--- src/rtl/lsu_mem_port.sv ---
// lsu_mem_port: RV32I load/store unit in front of a word-addressed data_mem.
// Aligned accesses use one memory cycle. Misaligned halfword/word accesses are
// split into byte transfers so every write uses a byte-lane strobe.
module lsu_mem_port #(
   parameter int DEPTH = 128,
   localparam int AW = $clog2(DEPTH)
) (
   input  logic          clk,
   input  logic          rst,
   input  logic          req_valid,
   output logic          req_ready,
   input  logic          req_we,
   input  logic [2:0]    req_funct3,
   input  logic [31:0]   req_addr,
   input  logic [31:0]   req_wdata,
   output logic          resp_valid,
   output logic          resp_err,
   output logic [31:0]   resp_rdata,
   output logic [AW-1:0] mem_rd_addr,
   input  logic [31:0]   mem_rd_dout,
   output logic [AW-1:0] mem_wr_addr,
   output logic [31:0]   mem_wr_din,
   output logic          mem_we,
   output logic [2:0]    mem_wr_strb
);

   typedef enum logic [1:0] {
      ST_IDLE = 2'b00,
      ST_XFER = 2'b01,
      ST_RESP = 2'b10
   } state_t;

   // funct3 encodings that have no RV32I meaning for the given direction
   function automatic logic f3_illegal(input logic we, input logic [2:0] f3);
      if (we) begin
         return f3[2] | (f3[1] & f3[0]);
      end else begin
         return (f3 == 3'b011) | (f3 == 3'b110) | (f3 == 3'b111);
      end
   endfunction

   // Index of the final transfer: 0 for aligned, 1 for split half, 3 for split word
   function automatic logic [1:0] last_idx(input logic [2:0] f3, input logic [1:0] off);
      case (f3[1:0])
         2'b01:   return off[0] ? 2'd1 : 2'd0;
         2'b10:   return (off != 2'b00) ? 2'd3 : 2'd0;
         default: return 2'd0;
      endcase
   endfunction

   // Sign/zero extension of the right-aligned accumulator
   function automatic logic [31:0] extend_load(input logic [2:0] f3, input logic [31:0] a);
      case (f3)
         3'b000:  return {{24{a[7]}}, a[7:0]};
         3'b001:  return {{16{a[15]}}, a[15:0]};
         3'b100:  return {24'h00_0000, a[7:0]};
         3'b101:  return {16'h0000, a[15:0]};
         default: return a;
      endcase
   endfunction

   state_t          state_q, state_d;
   logic [1:0]      cnt_q, cnt_d;
   logic            we_q, we_d;
   logic [2:0]      f3_q, f3_d;
   logic [AW+1:0]   addr_q, addr_d;
   logic [31:0]     wdata_q, wdata_d;
   logic [31:0]     acc_q, acc_d;
   logic            resp_valid_q, resp_valid_d;
   logic            resp_err_q, resp_err_d;
   logic [31:0]     resp_rdata_q, resp_rdata_d;

   logic            serial_s;
   logic [1:0]      last_s;
   logic [AW+1:0]   ba_s;
   logic [1:0]      lane_s;
   logic [AW-1:0]   word_idx_s;
   logic [31:0]     rd_shift_s;
   logic [7:0]      wd_byte_s;
   logic            unused_addr_s;

   // Upper address bits fall outside the memory and are deliberately dropped
   assign unused_addr_s = ^req_addr[31:AW+2];

   assign req_ready  = (state_q == ST_IDLE) && rst;
   assign resp_valid = resp_valid_q;
   assign resp_err   = resp_err_q;
   assign resp_rdata = resp_rdata_q;

   // Per-transfer address, lane and data selection
   always_comb begin
      serial_s   = ((f3_q[1:0] == 2'b01) && addr_q[0]) ||
                   ((f3_q[1:0] == 2'b10) && (addr_q[1:0] != 2'b00));
      last_s     = last_idx(f3_q, addr_q[1:0]);
      ba_s       = addr_q + {{AW{1'b0}}, cnt_q};
      if (serial_s) begin
         lane_s     = ba_s[1:0];
         word_idx_s = ba_s[AW+1:2];
      end else begin
         lane_s     = addr_q[1:0];
         word_idx_s = addr_q[AW+1:2];
      end
      rd_shift_s = mem_rd_dout >> {lane_s, 3'b000};
      wd_byte_s  = wdata_q[{cnt_q, 3'b000} +: 8];
   end

   // Memory port drive: active only during XFER, writes gated by reset
   always_comb begin
      mem_rd_addr = {AW{1'b0}};
      mem_wr_addr = {AW{1'b0}};
      mem_wr_din  = 32'h0000_0000;
      mem_we      = 1'b0;
      mem_wr_strb = 3'b000;
      if (state_q == ST_XFER) begin
         mem_rd_addr = word_idx_s;
         if (we_q && rst) begin
            mem_we      = 1'b1;
            mem_wr_addr = word_idx_s;
            if (serial_s) begin
               mem_wr_strb = {1'b1, ba_s[1:0]};
               mem_wr_din  = {24'h00_0000, wd_byte_s};
            end else begin
               mem_wr_din = wdata_q;
               case (f3_q[1:0])
                  2'b00:   mem_wr_strb = {1'b1, addr_q[1:0]};
                  2'b01:   mem_wr_strb = addr_q[1] ? 3'b011 : 3'b001;
                  default: mem_wr_strb = 3'b000;
               endcase
            end
         end else begin
            mem_we = 1'b0;
         end
      end else begin
         mem_we = 1'b0;
      end
   end

   // Next-state logic: request capture, byte counter, accumulator, response
   always_comb begin
      state_d      = state_q;
      cnt_d        = cnt_q;
      we_d         = we_q;
      f3_d         = f3_q;
      addr_d       = addr_q;
      wdata_d      = wdata_q;
      acc_d        = acc_q;
      resp_valid_d = 1'b0;
      resp_err_d   = resp_err_q;
      resp_rdata_d = resp_rdata_q;
      case (state_q)
         ST_IDLE: begin
            if (req_valid && req_ready) begin
               we_d    = req_we;
               f3_d    = req_funct3;
               addr_d  = req_addr[AW+1:0];
               wdata_d = req_wdata;
               cnt_d   = 2'd0;
               acc_d   = 32'h0000_0000;
               if (f3_illegal(req_we, req_funct3)) begin
                  state_d      = ST_RESP;
                  resp_valid_d = 1'b1;
                  resp_err_d   = 1'b1;
                  resp_rdata_d = 32'h0000_0000;
               end else begin
                  state_d = ST_XFER;
               end
            end else begin
               state_d = ST_IDLE;
            end
         end
         ST_XFER: begin
            if (serial_s) begin
               case (cnt_q)
                  2'd0:    acc_d[7:0]   = rd_shift_s[7:0];
                  2'd1:    acc_d[15:8]  = rd_shift_s[7:0];
                  2'd2:    acc_d[23:16] = rd_shift_s[7:0];
                  default: acc_d[31:24] = rd_shift_s[7:0];
               endcase
            end else begin
               acc_d = rd_shift_s;
            end
            if (cnt_q == last_s) begin
               state_d      = ST_RESP;
               resp_valid_d = 1'b1;
               resp_err_d   = 1'b0;
               resp_rdata_d = we_q ? 32'h0000_0000 : extend_load(f3_q, acc_d);
            end else begin
               cnt_d = cnt_q + 2'd1;
            end
         end
         ST_RESP: begin
            state_d = ST_IDLE;
         end
         default: begin
            state_d = ST_IDLE;
         end
      endcase
   end

   // State and datapath registers with synchronous active-low reset
   always_ff @(posedge clk) begin
      if (!rst) begin
         state_q      <= ST_IDLE;
         cnt_q        <= 2'd0;
         we_q         <= 1'b0;
         f3_q         <= 3'b000;
         addr_q       <= {(AW+2){1'b0}};
         wdata_q      <= 32'h0000_0000;
         acc_q        <= 32'h0000_0000;
         resp_valid_q <= 1'b0;
         resp_err_q   <= 1'b0;
         resp_rdata_q <= 32'h0000_0000;
      end else begin
         state_q      <= state_d;
         cnt_q        <= cnt_d;
         we_q         <= we_d;
         f3_q         <= f3_d;
         addr_q       <= addr_d;
         wdata_q      <= wdata_d;
         acc_q        <= acc_d;
         resp_valid_q <= resp_valid_d;
         resp_err_q   <= resp_err_d;
         resp_rdata_q <= resp_rdata_d;
      end
   end

endmodule

--- config.mk ---
export PLATFORM = sky130hd
export DESIGN_NAME = lsu_mem_port
export DESIGN_NICKNAME = d
export VERILOG_FILES = /design/src/rtl/lsu_mem_port.sv
export SDC_FILE = /design/constraint.sdc
export NUM_CORES = 1
export LEC_CHECK = 0
export CORE_ASPECT_RATIO = 0.8
export CORE_MARGIN = 1.5
export CORE_UTILIZATION = 45
export DETAILED_ROUTE_END_ITERATION = 8
export PLACE_DENSITY = 0.76
export SLEW_MARGIN = 20
export SYNTH_ARGS = -nofsm -noshare
export SYNTH_HDL_FRONTEND = slang
export SYNTH_SLANG_ARGS = --single-unit
--- constraint.sdc ---
create_clock -name clk -period 7.4 [get_ports clk]
set_input_delay 0.74 -clock clk [delete_from_list [all_inputs] [get_ports clk]]
set_output_delay 0.74 -clock clk [all_outputs]
set_load 0.02 [all_outputs]
==> results of run 1 <==
## worst max-delay path, delay by kind of cell
kind                   cells  cell delay, ns
AOI/OAI and AO/OA          1            0.33
buffers and inverters      4            2.02
and+or+nand+nor            1            0.64
## area by class of cell
| cell class | count | area (um^2) |
|---|---|---|
| sequential | 115 | 2300 |
| clock buffer | 19 | 443 |
| tap | 184 | 230 |
| clock inverter | 13 | 184 |
| fill | 1315 | 5420 |
| timing repair buffer | 173 | 1700 |
| inverter | 31 | 116 |
| multi-input combinational | 619 | 3900 |
## sequential cells by signal, summed over array words and instances, names as in the netlist
register and flops:
we_q 1, state_q 2, resp_valid 1, resp_rdata 32, resp_err 1, wdata_q 32, f3_q 3, addr_q 9
acc_q 32, cnt_q 2
## layout by cell type, fill, tap and decap left out, drive strengths merged, types with 4 or more instances in the layout
cell type / count
xor2: 7
mux2i: 16
bufinv: 4
a21boi: 70
a32o: 7
ha: 9
and3: 33
a22o: 22
o211ai: 6
o221ai: 8
a211oi: 21
nor2: 35
a221oi: 9
nand4: 11
nand2: 136
o21ai: 61
nand3b: 7
mux2: 5
and2: 13
nor3: 13
nand2b: 4
clkbuf: 19
nand3: 39
clkinv: 7
or3: 13
a31oi: 8
inv: 30
clkdlybuf4s50: 163
a21oi: 24
a22oi: 9
o31ai: 4
dfxtp: 115
nor2b: 4
buf: 10
## logic make-up after synthesis
group	after synthesis	share of synthesized area, %
buffers and inverters	95	6.30
AO/OA/AOI/OAI	265	29.7
adder cells (fa/ha/maj)	10	2.00
AND/OR/NAND/NOR	313	22.4
XOR/XNOR	9	1.19
flip-flops	115	34.8
multiplexers	22	3.61
## metrics by stage
stage,power (mW),util [%],instances
after global placement,0.905,57.7,1122
final,1.77,62.1,1154
after floorplan,0.805,-,829
after detailed placement,0.908,57.7,1122
after global routing,1.83,62.1,1154
after CTS,1.78,62.1,1154
## layer usage
| layer | wire, um | GRT usage, % |
|---|---|---|
| met1 | 10400 | 41.1 |
| met2 | 9010 | 39.3 |
| met3 | 1790 | 6.45 |
| met4 | 306 | 7.58 |
| met5 | 0 | 0 |
## worst paths after layout
path / start / end / slack (ns) / depth (start not counted)
hold reg to reg: acc_q[14] / acc_q[14] / 0.46 / 2
setup / recovery: rst / mem_wr_strb[0] / 2.91 / 6
hold / removal: acc_q[14] / acc_q[14] / 0.46 / 2
setup reg to reg: f3_q[0] / resp_rdata[30] / 3.65 / 8
## power groups by stage
| stage | registers, mW | logic [mW] | clock network (mW) |
|---|---|---|---|
| after floorplan | 0.672 | 0.134 | 0 |
| after global placement | 0.673 | 0.232 | 0 |
| after detailed placement | 0.673 | 0.235 | 0 |
| after CTS | 0.660 | 0.236 | 0.879 |
| after global routing | 0.663 | 0.258 | 0.909 |
| final | 0.661 | 0.240 | 0.871 |
==> out/metrics.yaml, run 1 <==
run_status:
  status: "completed"
timing:
  maxClockFrequency_mhz: 223
  rsz0062_at_grt: "false"
  fin_crit_ns: 4.49
  skew_ns: 0.00990
  final-max-slew-violation-count: 0
  setup_ws_ns: 2.91
  post-route-period-util_pct: 60.7
  holdWs_ns: 0.465
  tns_ns: 0
  tightestPinTransition_ns: 1.01
  finalSetupViolCount: 0
  hold_viol_final: 0
  slew_headroom_pct: 32.5
placement:
  routabilityCongestion: 0.955
  hpwl_um: 14900
  placed_area_mm2: 0.00825
  post-place-ws_ns: 2.97
  portBuffers: 164
power:
  p_sw_mw: 0.456
  comb_power_share_pct: 13.5
  clock_power_share_pct: 49.2
  p_sw_share_pct: 25.7
  ir_worst_vdd_uv: 204
  p_leak_nw: 3.20
  intPower_mw: 1.32
  p_per_area_mw_per_mm2: 200
  p_seq_share_pct: 37.3
routing:
  drc: 0
  drt_iter0_markers: 585
  vias: 6736
  ant_nets: 0
  via_per_inst: 5.84
  dr.pass1.iters: 6
  wl_per_cell_um: 18.6
  drt-total-wl_um: 21500
clock_network:
  root_buffer: "clkbuf_16"
  cts.sink_count: 115
  cts_tree: "done"
  cts_buffer_depth: 2
  htree_levels: 4
  clk_latency_ns: 0.42
  clkTransAtPathRegs_ns: 0.05
  ctsResizeCount: 0
  cts_hold_buf: 0
  cts-buffers-inserted: 17
  cts_setup_buffers: 0
die:
  die_area_mm2: 0.0154
  die_width_um: 139
  initial_core_util_pct: 46.3
  ioPinCount: 188
  die_h_um: 111
  rows: 39
  core_area_mm2: 0.0143
setup_path:
  cp_max_fo: 86
  cp.arrival_ns: 3.75
  worst_path_max_delay_cell: "inv_1"
  critPathLaunchType: "input pin"
  crit_path_cell_trace: "buf_2 > buf_4 > nand3_1 > inv_1 > o221a_2 > clkdlybuf4s50_1"
  crit_type: "in -> out"
  slowest_delay_ns: 0.70
  crit_required_ns: 6.66
  endpoint_kind: "primary output"
logic_synthesis:
  synth_flop_cell: "dfxtp_1"
  synthArstFlopShare_pct: 0
  synth_fp_nets: 942
  yosysMostFrequentCell: "nand2_1"
  syn_area_mm2: 0.00662
  yosys-top-cells-count: "136 x nand2_1, 115 x dfxtp_1, 70 x a21boi_0, 48 x o21ai_0"
  synth_top_cell_by_area: "dfxtp_1"
  synth_top_area_share_pct: 34.8
  syn_avg_cell_area_um2: 7.98
  synth_edf_count: 0
  netlist-cell-type-count: 60
  ys_seq_area_share_pct: 34.8
  synth_area_leaders: "dfxtp_1 35%, a21boi_0 7.9%, nand2_1 7.7%, o21ai_0 3.6%, and3_1 3.1%"
  ys_ff_latch: 115
  syn-instance-count: 829
  ys_warn_count: 0
flow_run:
  max-cap-violations: 0
final_layout:
  final_nets: 1070
  area_delta_synth_final_pct: 34.2
  num_antenna_cells: 0
  postLayoutCellArea_mm2: 0.00888
  drive_above_1_share_pct: 7.11
worst_hold_path:
  min_path_type: "reg -> reg"
grt:
  grt_max_degree: 87
  gr-total-overflow: 0
  track_usage_pct: 27.5
  antenna_found_initial: 0
  grt_pass1_wl_um: 34000
  grt_pass1_vias: 6282
No activity file was read; power rests on OpenSTA's default activity.
==> run 2, diff against run 1 <==
--- a/config.mk
+++ b/config.mk
@@ -7,9 +7,9 @@
 export LEC_CHECK = 0
 export CORE_ASPECT_RATIO = 0.8
 export CORE_MARGIN = 1.5
-export CORE_UTILIZATION = 45
+export CORE_UTILIZATION = 44
 export DETAILED_ROUTE_END_ITERATION = 8
-export PLACE_DENSITY = 0.76
+export PLACE_DENSITY = 0.78
 export SLEW_MARGIN = 20
 export SYNTH_ARGS = -nofsm -noshare
 export SYNTH_HDL_FRONTEND = slang
==> constraint.sdc (replaced) <==
create_clock -name clk -period 3.74 [get_ports clk]
set_input_delay 0.374 -clock clk [delete_from_list [all_inputs] [get_ports clk]]
set_output_delay 0.374 -clock clk [all_outputs]
set_load 0.02 [all_outputs]
==> run 2 against run 1 <==
  * Total power is 93% higher
  * First-iteration DRC count is 24% higher
  * Sequential power is 97% higher
  * Critical path type is now reg -> out
==> out/metrics.yaml, run 2 (synthesized netlist as in run 1, its figures left out) <==
run_status:
  status: "completed"  # unchanged
setup_path:
  crit_path_cell_trace: "inv_1 > ha_1 > o21ai_1 > nand2_1 > o21ai_2 > a22oi_1 > nor2_1 > clkdlybuf4s50_1"  # was buf_2 > buf_4 > nand3_1 > inv_1 > o221a_2 > clkdlybuf4s50_1
  critPathLaunchType: "flip-flop"  # was input pin
  slowest_delay_ns: 0.64  # was 0.70 ns
  r2r_setup_slack_ns: 0.57  # was 3.65 ns
  reg2reg_from: "f3_q[0]"  # unchanged
  cp.arrival_ns: 3.14  # was 3.75 ns
  worst-path-buf-inv: 2  # was 4
  endpoint_kind: "primary output"  # unchanged
  crit_type: "reg -> out"  # was in -> out
  r2r_cells: 9  # was 8
  crit_required_ns: 3.37  # was 6.66 ns
  worst_path_max_delay_cell: "clkdlybuf4s50_1"  # was inv_1
  path_delay_family: "compound AO/OA/AOI/OAI gates"  # was buffers and inverters
  rr_endpoint: "resp_rdata[8]"  # was resp_rdata[30]
  cp_max_fo: 13  # was 86
routing:
  drt_iter0_markers: 726  # was 585
  drc: 0  # unchanged
  wl_per_cell_um: 18.3  # was 18.6 um
  ant_nets: 0  # unchanged
  vias: 6790  # was 6,736
  drt-total-wl_um: 21400  # was 21,500 um
  via_per_inst: 5.82  # was 5.84
  dr.pass1.iters: 6  # unchanged
final_layout:
  final_nets: 1083  # was 1,070
  drive_above_1_share_pct: 8.34  # was 7.11%
  final_common_cell: "clkdlybuf4s50_1"  # unchanged
  area_delta_synth_final_pct: 35.5  # was 34.2%
  nFillCells: 1305  # was 1,315
  num_antenna_cells: 0  # unchanged
  layout_common_cells: "163 x clkdlybuf4s50_1, 135 x nand2_1, 115 x dfxtp_1"  # unchanged
timing:
  final-max-slew-violation-count: 0  # unchanged
  finalSetupViolCount: 0  # unchanged
  tightestPinTransition_ns: 0.856  # was 1.01 ns
  tns_ns: 0  # unchanged
  maxClockFrequency_mhz: 285
  rsz0062_at_grt: "false"  # unchanged
  slew_headroom_pct: 42.9  # was 32.5%
  fin_crit_ns: 3.51
  hold_viol_final: 0  # unchanged
  post-route-period-util_pct: 94.0
  holdWs_ns: 0.461  # was 0.465 ns
  skew_ns: 0.00910  # was 0.00990 ns
clock_network:
  clk_latency_ns: 0.42  # about the same
  cts.sink_count: 115  # unchanged
  cts_hold_buf: 0  # unchanged
  cts-buffers-inserted: 17  # unchanged
  cts_tree: "done"  # unchanged
  clkTransAtPathRegs_ns: 0.06  # was 0.05 ns
  cts_setup_buffers: 0  # unchanged
  root_buffer: "clkbuf_16"  # unchanged
  ctsResizeCount: 0  # unchanged
  cts_buffer_depth: 2  # unchanged
  htree_levels: 4  # unchanged
power:
  p_leak_nw: 3.24  # was 3.20 nW
  p_sw_share_pct: 26.4  # was 25.7%
  intPower_mw: 2.52  # was 1.32 mW
  p_per_area_mw_per_mm2: 382  # was 200 mW/mm^2
  comb_power_share_pct: 14.2  # was 13.5%
  p_seq_share_pct: 38.1  # was 37.3%
  p_sw_mw: 0.903  # was 0.456 mW
  ir_worst_vdd_uv: 320  # was 204 uV
  clock_power_share_pct: 47.7  # was 49.2%
die:
  die_area_mm2: 0.0158  # was 0.0154 mm^2
  die_width_um: 140  # was 139 um
  initial_core_util_pct: 45.6  # was 46.3%
  core_area_mm2: 0.0145  # was 0.0143 mm^2
  ioPinCount: 188  # unchanged
  die_h_um: 113  # was 111 um
  rows: 39  # unchanged
worst_hold_path:
  min_path_cells: 2  # unchanged
  min_to: "acc_q[12]"  # was acc_q[14]
  holdCritStartpoint: "acc_q[12]"  # was acc_q[14]
  min_path_type: "reg -> reg"  # unchanged
flow_run:
  max-cap-violations: 0  # unchanged
grt:
  track_usage_pct: 27.2  # was 27.5%
  antenna_found_initial: 0  # unchanged
  grt_pass1_vias: 6148  # was 6,282
  grt_pass1_wl_um: 33700  # was 34,000 um
  gr-total-overflow: 0  # unchanged
  grt_max_degree: 79  # was 87
placement:
  portBuffers: 164  # unchanged
  routabilityCongestion: 0.937  # was 0.955
  hpwl_um: 15200  # was 14,900 um
## run 2: cell types whose count changed in the layout (fill, tap and decap cells not counted), sizes merged
cell / change
buf: +13
bufinv: -2
clkbuf: +3
clkinv: -3
clkinvlp: +1
inv: +1
## run 2: worst min-delay path, stage by stage, from the launching register on
cell and delay, ns:
dfxtp_1 0.31, nand4_1 0.06, o21ai_1 0.05
## run 2: area by class of cell
cell class | instances | area, um^2 | area share, %
multi-input cells | 619 | 3900 | 43.5
flip-flops and latches | 115 | 2300 | 25.7
repair buffers | 186 | 1810 | 20.2
clock buffers | 22 | 474 | 5.29
well taps | 184 | 230 | 2.57
clock inverters | 10 | 125 | 1.40
inverters | 31 | 116 | 1.30
## run 2: power by group through the flow
| stage | registers (mW) | logic, mW | clock network, mW |
|---|---|---|---|
| 3_3_place_gp | 1.33 | 0.470 | 0 |
| 6_report | 1.30 | 0.484 | 1.63 |
| 5_1_grt | 1.31 | 0.525 | 1.70 |
| 2_1_floorplan | 1.33 | 0.265 | 0 |
| 3_5_place_dp | 1.33 | 0.474 | 0 |
| 4_1_cts | 1.30 | 0.479 | 1.65 |
## run 2: metal layers
| metal | vias to the layer above | part of all wire [%] | wire length [um] | global-route usage [%] |
|---|---|---|---|---|
| met5 | - | 0 | 0 | 0 |
| met4 | 0 | 1.6 | 336 | 7.44 |
| met3 | 34 | 8.7 | 1860 | 6.61 |
| met2 | 303 | 42 | 9070 | 39.7 |
| met1 | 3190 | 47 | 10100 | 39.9 |
| li1 | 3263 | - | - | - |
## run 2: through the flow
| step | power (mW) | setup WS [ns] | instances | utilization [%] | area [um^2] |
|---|---|---|---|---|---|
| global placement | 1.80 | 0.560 | 1135 | 57.7 | 8360 |
| global route | 3.54 | 0.0224 | 1167 | 61.9 | 8960 |
| detailed placement | 1.80 | 0.528 | 1135 | 57.7 | 8360 |
| CTS | 3.43 | 0.0736 | 1167 | 61.8 | 8960 |
| finish | 3.42 | 0.226 | 1167 | 61.9 | 8960 |
| floorplan | 1.59 | 1.10 | 829 | - | 6620 |
## run 2: how the worst max path moves through the flow
stage	from	to	slack (ns)	cells after the start
2_1_floorplan	f3_q[0]	mem_wr_din[0]	1.10	11
3_3_place_gp	f3_q[1]	mem_wr_din[1]	0.56	8
3_5_place_dp	f3_q[1]	mem_wr_din[2]	0.53	8
4_1_cts	f3_q[1]	mem_wr_din[2]	0.07	8
5_1_grt	f3_q[1]	mem_wr_din[3]	0.02	8
6_report	f3_q[1]	mem_wr_din[2]	0.23	8
